===== src/rtl/div_by_five_pkg.sv =====
// Shared types and select encodings for the divide-by-five controller/datapath pair.
package div_by_five_pkg;

    typedef enum logic [2:0] {
        IDLE   = 3'd0,
        CALC   = 3'd1,
        FLUSH1 = 3'd2,
        FLUSH2 = 3'd3,
        DONE   = 3'd4
    } state_e;

    localparam logic IN_SEL_LOAD  = 1'b0;
    localparam logic IN_SEL_SHIFT = 1'b1;
    localparam logic ACC_SEL_CLR  = 1'b0;
    localparam logic ACC_SEL_ACC  = 1'b1;
    localparam logic C_SEL_ZERO   = 1'b0;
    localparam logic C_SEL_REG    = 1'b1;

endpackage


===== src/rtl/div_by_five_ctrl.sv =====
// Controller for a nibble-serial divisible-by-five checker: sequences load, end-around
// accumulation, two carry flushes and a held result behind a valid/ready handshake.
module div_by_five_ctrl #(
    parameter int BIT_WIDTH = 32
) (
    input  logic clk,
    input  logic rst,
    input  logic in_val,
    output logic in_rdy,
    output logic out_val,
    input  logic out_rdy,
    output logic result,
    input  logic all_z,
    input  logic dp_out_msg,
    output logic in_sel,
    output logic acc_sel,
    output logic c_sel
);
    import div_by_five_pkg::*;

    localparam int               CNT_W    = $clog2(BIT_WIDTH / 4 + 1);
    localparam logic [CNT_W-1:0] CNT_LAST = CNT_W'(BIT_WIDTH / 4 - 1);

    state_e           r_state;
    state_e           w_next;
    logic [CNT_W-1:0] r_cnt;
    logic             r_result;

    // NOTE: sequential state uses non-blocking assignments so every register samples
    // pre-edge values, independent of statement order.
    always_ff @(posedge clk) begin
        if (rst) begin
            r_state  <= IDLE;
            r_cnt    <= '0;
            r_result <= 1'b0;
        end else begin
            r_state <= w_next;
            case (r_state)
                IDLE:    r_cnt    <= '0;
                CALC:    r_cnt    <= r_cnt + 1'b1;
                FLUSH2:  r_result <= dp_out_msg;
                default: ;
            endcase
        end
    end

    // NOTE: every output of this block gets a default first so no path leaves one
    // unassigned, which would otherwise infer a latch.
    always_comb begin
        w_next  = r_state;
        in_rdy  = 1'b0;
        out_val = 1'b0;
        in_sel  = IN_SEL_LOAD;
        acc_sel = ACC_SEL_CLR;
        c_sel   = C_SEL_ZERO;
        case (r_state)
            IDLE: begin
                in_rdy = 1'b1;
                if (in_val) w_next = CALC;
            end
            CALC: begin
                in_sel  = IN_SEL_SHIFT;
                acc_sel = ACC_SEL_ACC;
                // Stale carry from a previous or abandoned operation is masked on the first nibble.
                c_sel   = (r_cnt == '0) ? C_SEL_ZERO : C_SEL_REG;
                if (all_z || (r_cnt == CNT_LAST)) w_next = FLUSH1;
            end
            FLUSH1, FLUSH2: begin
                in_sel  = IN_SEL_SHIFT;
                acc_sel = ACC_SEL_ACC;
                c_sel   = C_SEL_REG;
                w_next  = (r_state == FLUSH1) ? FLUSH2 : DONE;
            end
            DONE: begin
                out_val = 1'b1;
                if (out_rdy) w_next = IDLE;
            end
            default: w_next = IDLE;
        endcase
    end

    assign result = r_result;

endmodule

===== config.mk =====
export PLATFORM = sky130hd
export DESIGN_NAME = div_by_five_ctrl
export DESIGN_NICKNAME = d
export VERILOG_FILES = /design/src/rtl/div_by_five_pkg.sv /design/src/rtl/div_by_five_ctrl.sv
export SDC_FILE = /design/constraint.sdc
export NUM_CORES = 1
export LEC_CHECK = 0
export CAP_MARGIN = 10
export CORE_AREA = 2 2 39 41
export CTS_CLUSTER_SIZE = 8
export DETAILED_ROUTE_END_ITERATION = 8
export DIE_AREA = 0 0 41 43
export GPL_TIMING_DRIVEN = 0
export SYNTH_ARGS = -nofsm -noshare
export SYNTH_HDL_FRONTEND = slang
export SYNTH_SLANG_ARGS = --single-unit

===== constraint.sdc =====
create_clock -name clk -period 1.3 [get_ports clk]
set_input_delay 0.325 -clock clk [delete_from_list [all_inputs] [get_ports clk]]
set_output_delay 0.325 -clock clk [all_outputs]
set_load 0.01 [all_outputs]

==> out/results.ini <==
[floorplanning]
pin_count = 12
die_width_um = 41
dieArea_um2 = 1763
start_util_pct = 31.74
chipHeight_um = 43
rows = 14
core_area_um2 = 1384

[route]
drt-total-wl_mm = 1.243
ant_nets = 0
dr_wl_met2_um = 639
via_count = 481
detail_route.drc_violations = 0
maxUsedRoutingLayer = met4
drt_iter0_markers = 2
wl_met1_um = 536
viasPerCell = 5.172
wire_per_inst_um = 13.37
wl_met3_um = 36
drt-pass1-iter-count = 2

[placement]
gp_congestion = 0.6982
io_buffers = 10
dp_slack_ns = -0.5317
post-dp-hpwl_um = 701

[worst_setup_path]
required_ns = 0.98
crit_type = reg2out
start_kind = register
cp_max_fo = 5
cp-end-kind = output pin
worstPathArrival_ns = 1.21

[finish]
drive_gt1_share_pct = 51.95
num-nets-final = 87
syn2layout_area_growth_pct = 72.36
antenna_cells = 0

[synthesis]
synth_cell_types = 24
yosysSeqAreaShare_pct = 36.47
async_flop_share_pct = 0
synth.avg_cell_area_um2 = 8.133
synthTopCellsByArea = dfxtp_1 (36%), o21ai_0 (8.0%), ha_1 (5.7%), a21oi_1 (4.6%), nand3_1 (4.6%)
synthFlopType = dfxtp_1
netlist.area_leader.share_pct = 36.47
synth_warnings = 0
synth_edf_count = 0
synthTopCellsByCount = dfxtp_1 (8), o21ai_0 (7), a21oi_1 (4), nand3_1 (4), nor2_1 (4)
ys_ff_latch = 8
synth.largest_area_cell = dfxtp_1
synthCells = 54
netlist_area_um2 = 439.2
synth_nets = 62
yosysMostFrequentCell = dfxtp_1

[clock_tree]
cts_buffers = 3
clkLatencyLatePin_ns = 0.26
clk_pin_slew_ns = 0.06
cts.sinks = 8
cts_tree = done
cts_hold_buf = 0
root_buffer = clkbuf_4
ctsLongestPathBuffers = 2
htreeDepth = 1

[status]
outcome = complete, but fails checks
violations = setup timing

[sta]
rsz0062_at_grt = true
setup_viol = 7
fin_crit_sh_pct = 118.1
post-route-min-period_ns = 1.535
hold_viol_final = 0
finalWorstSetupSlack_ns = -0.2351
worstMarginPinSlew_ns = 0.3991
finClkSkew_ns = 0.009553
fmax_ghz = 0.6514
timing.slew.headroom_pct = 73.40
setup_tns_ns = -0.9352
drv_slew = 0

[worst_hold_path]
hold_class = in2reg

[global_routing]
grt_pass1_wl_mm = 1.863
grt_max_degree = 11
grt_use_total_pct = 15.96
grt_pass1_vias = 446
overflow = 0
antenna_found_initial = 0

[pwr]
power_density_nw_per_um2 = 851.1
peakVddDrop_uv = 782.2
p_leak_nw = 0.3178
total_power_mw = 0.6443

[flow_run]
maxCapViolations = 0

layout by cell type (no fill, tap or decap), drive strengths merged, types with 2 or more instances in the layout:
| cell | synthesis | routed |
|---|---|---|
| clkdlybuf4s50 | 0 | 4 |
| o21ai | 7 | 7 |
| nor2 | 4 | 4 |
| clkbuf | 2 | 5 |
| a211oi | 2 | 2 |
| nor4b | 2 | 2 |
| buf | 3 | 18 |
| inv | 3 | 3 |
| dfxtp | 8 | 8 |
| nand3 | 4 | 4 |
| nand3b | 2 | 2 |
| ha | 2 | 2 |
| a21oi | 4 | 4 |
| nor3 | 2 | 2 |
| nor2b | 2 | 2 |
where the power goes:
group / switching, mW / internal [mW] / total, mW
sequential: 0.00638 / 0.254 / 0.261
combinational: 0.0813 / 0.110 / 0.191
clock: 0.0869 / 0.106 / 0.193
total: 0.174 / 0.470 / 0.644
sequential cells by signal, summed over array words and instances (netlist names):
name and count:
r_cnt 4, result 1, r_state 3
critical path, cell delays in order, from the launching register on:
cell and delay, ns:
dfxtp_4 0.35, clkbuf_16 0.15, nor4b_4 0.26, nor3_2 0.06, buf_2 0.14
metal layers:
metal,track usage (%),vias up
met4,6.000,0
met1,19.29,231
met5,0,-
met2,22.50,8
met3,9.424,4
li1,-,238
repair_timing:
action	in CTS	in global routing
endpoints found under the setup margin	7	8
setup buffers	6	4
gates resized for setup	40	10
pin swaps	5	5
metrics by stage:
stage          hold slack, ns  cell area [um2]  utilization (%)  cells
2_1_floorplan          0.4689            444.2                -     54
3_3_place_gp           0.4812            564.3            40.78     80
3_5_place_dp           0.4887            564.3            40.78     80
4_1_cts                0.4398            685.7            49.55     89
5_1_grt                0.4627            757.0            54.70     93
6_report               0.4379            757.0            54.70     93
worst paths after layout:
check	start	end	slack [ns]	depth (start not counted)
worst max-delay path	r_state[1]$_SDFFE_PP0P_	c_sel	-0.24	4
worst min-delay path	rst	result$_SDFFE_PP0P_	0.44	2
worst max register to register	r_cnt[1]$_SDFFE_PP0P_	r_state[0]$_SDFFE_PP0P_	-0.13	5
worst min register to register	result$_SDFFE_PP0P_	result$_SDFFE_PP0P_	0.49	2
cells by family (layout without fill, tap and decap cells):
logic type                 Yosys count  count (layout)  share of synthesized area [%]
AOI/OAI and AO/OA                   14              14                          17.38
adders and majority gates            2               2                          5.697
and+or+nand+nor                     21              21                          28.77
DFF                                  8               8                          36.47
buffers and inverters                8              31                          9.402
muxes                                1               1                          2.279
cell type report:
class                      instances  area (um2)
fill                             134       626.9
multi-input combinational         38       314.1
sequential                         8       168.9
timing repair buffer              20       158.9
buffer                             5       61.31
clock buffer                       3       22.52
tap                               16       20.02
inverter                           3       11.26
No activity file was read; power rests on OpenSTA's default activity.
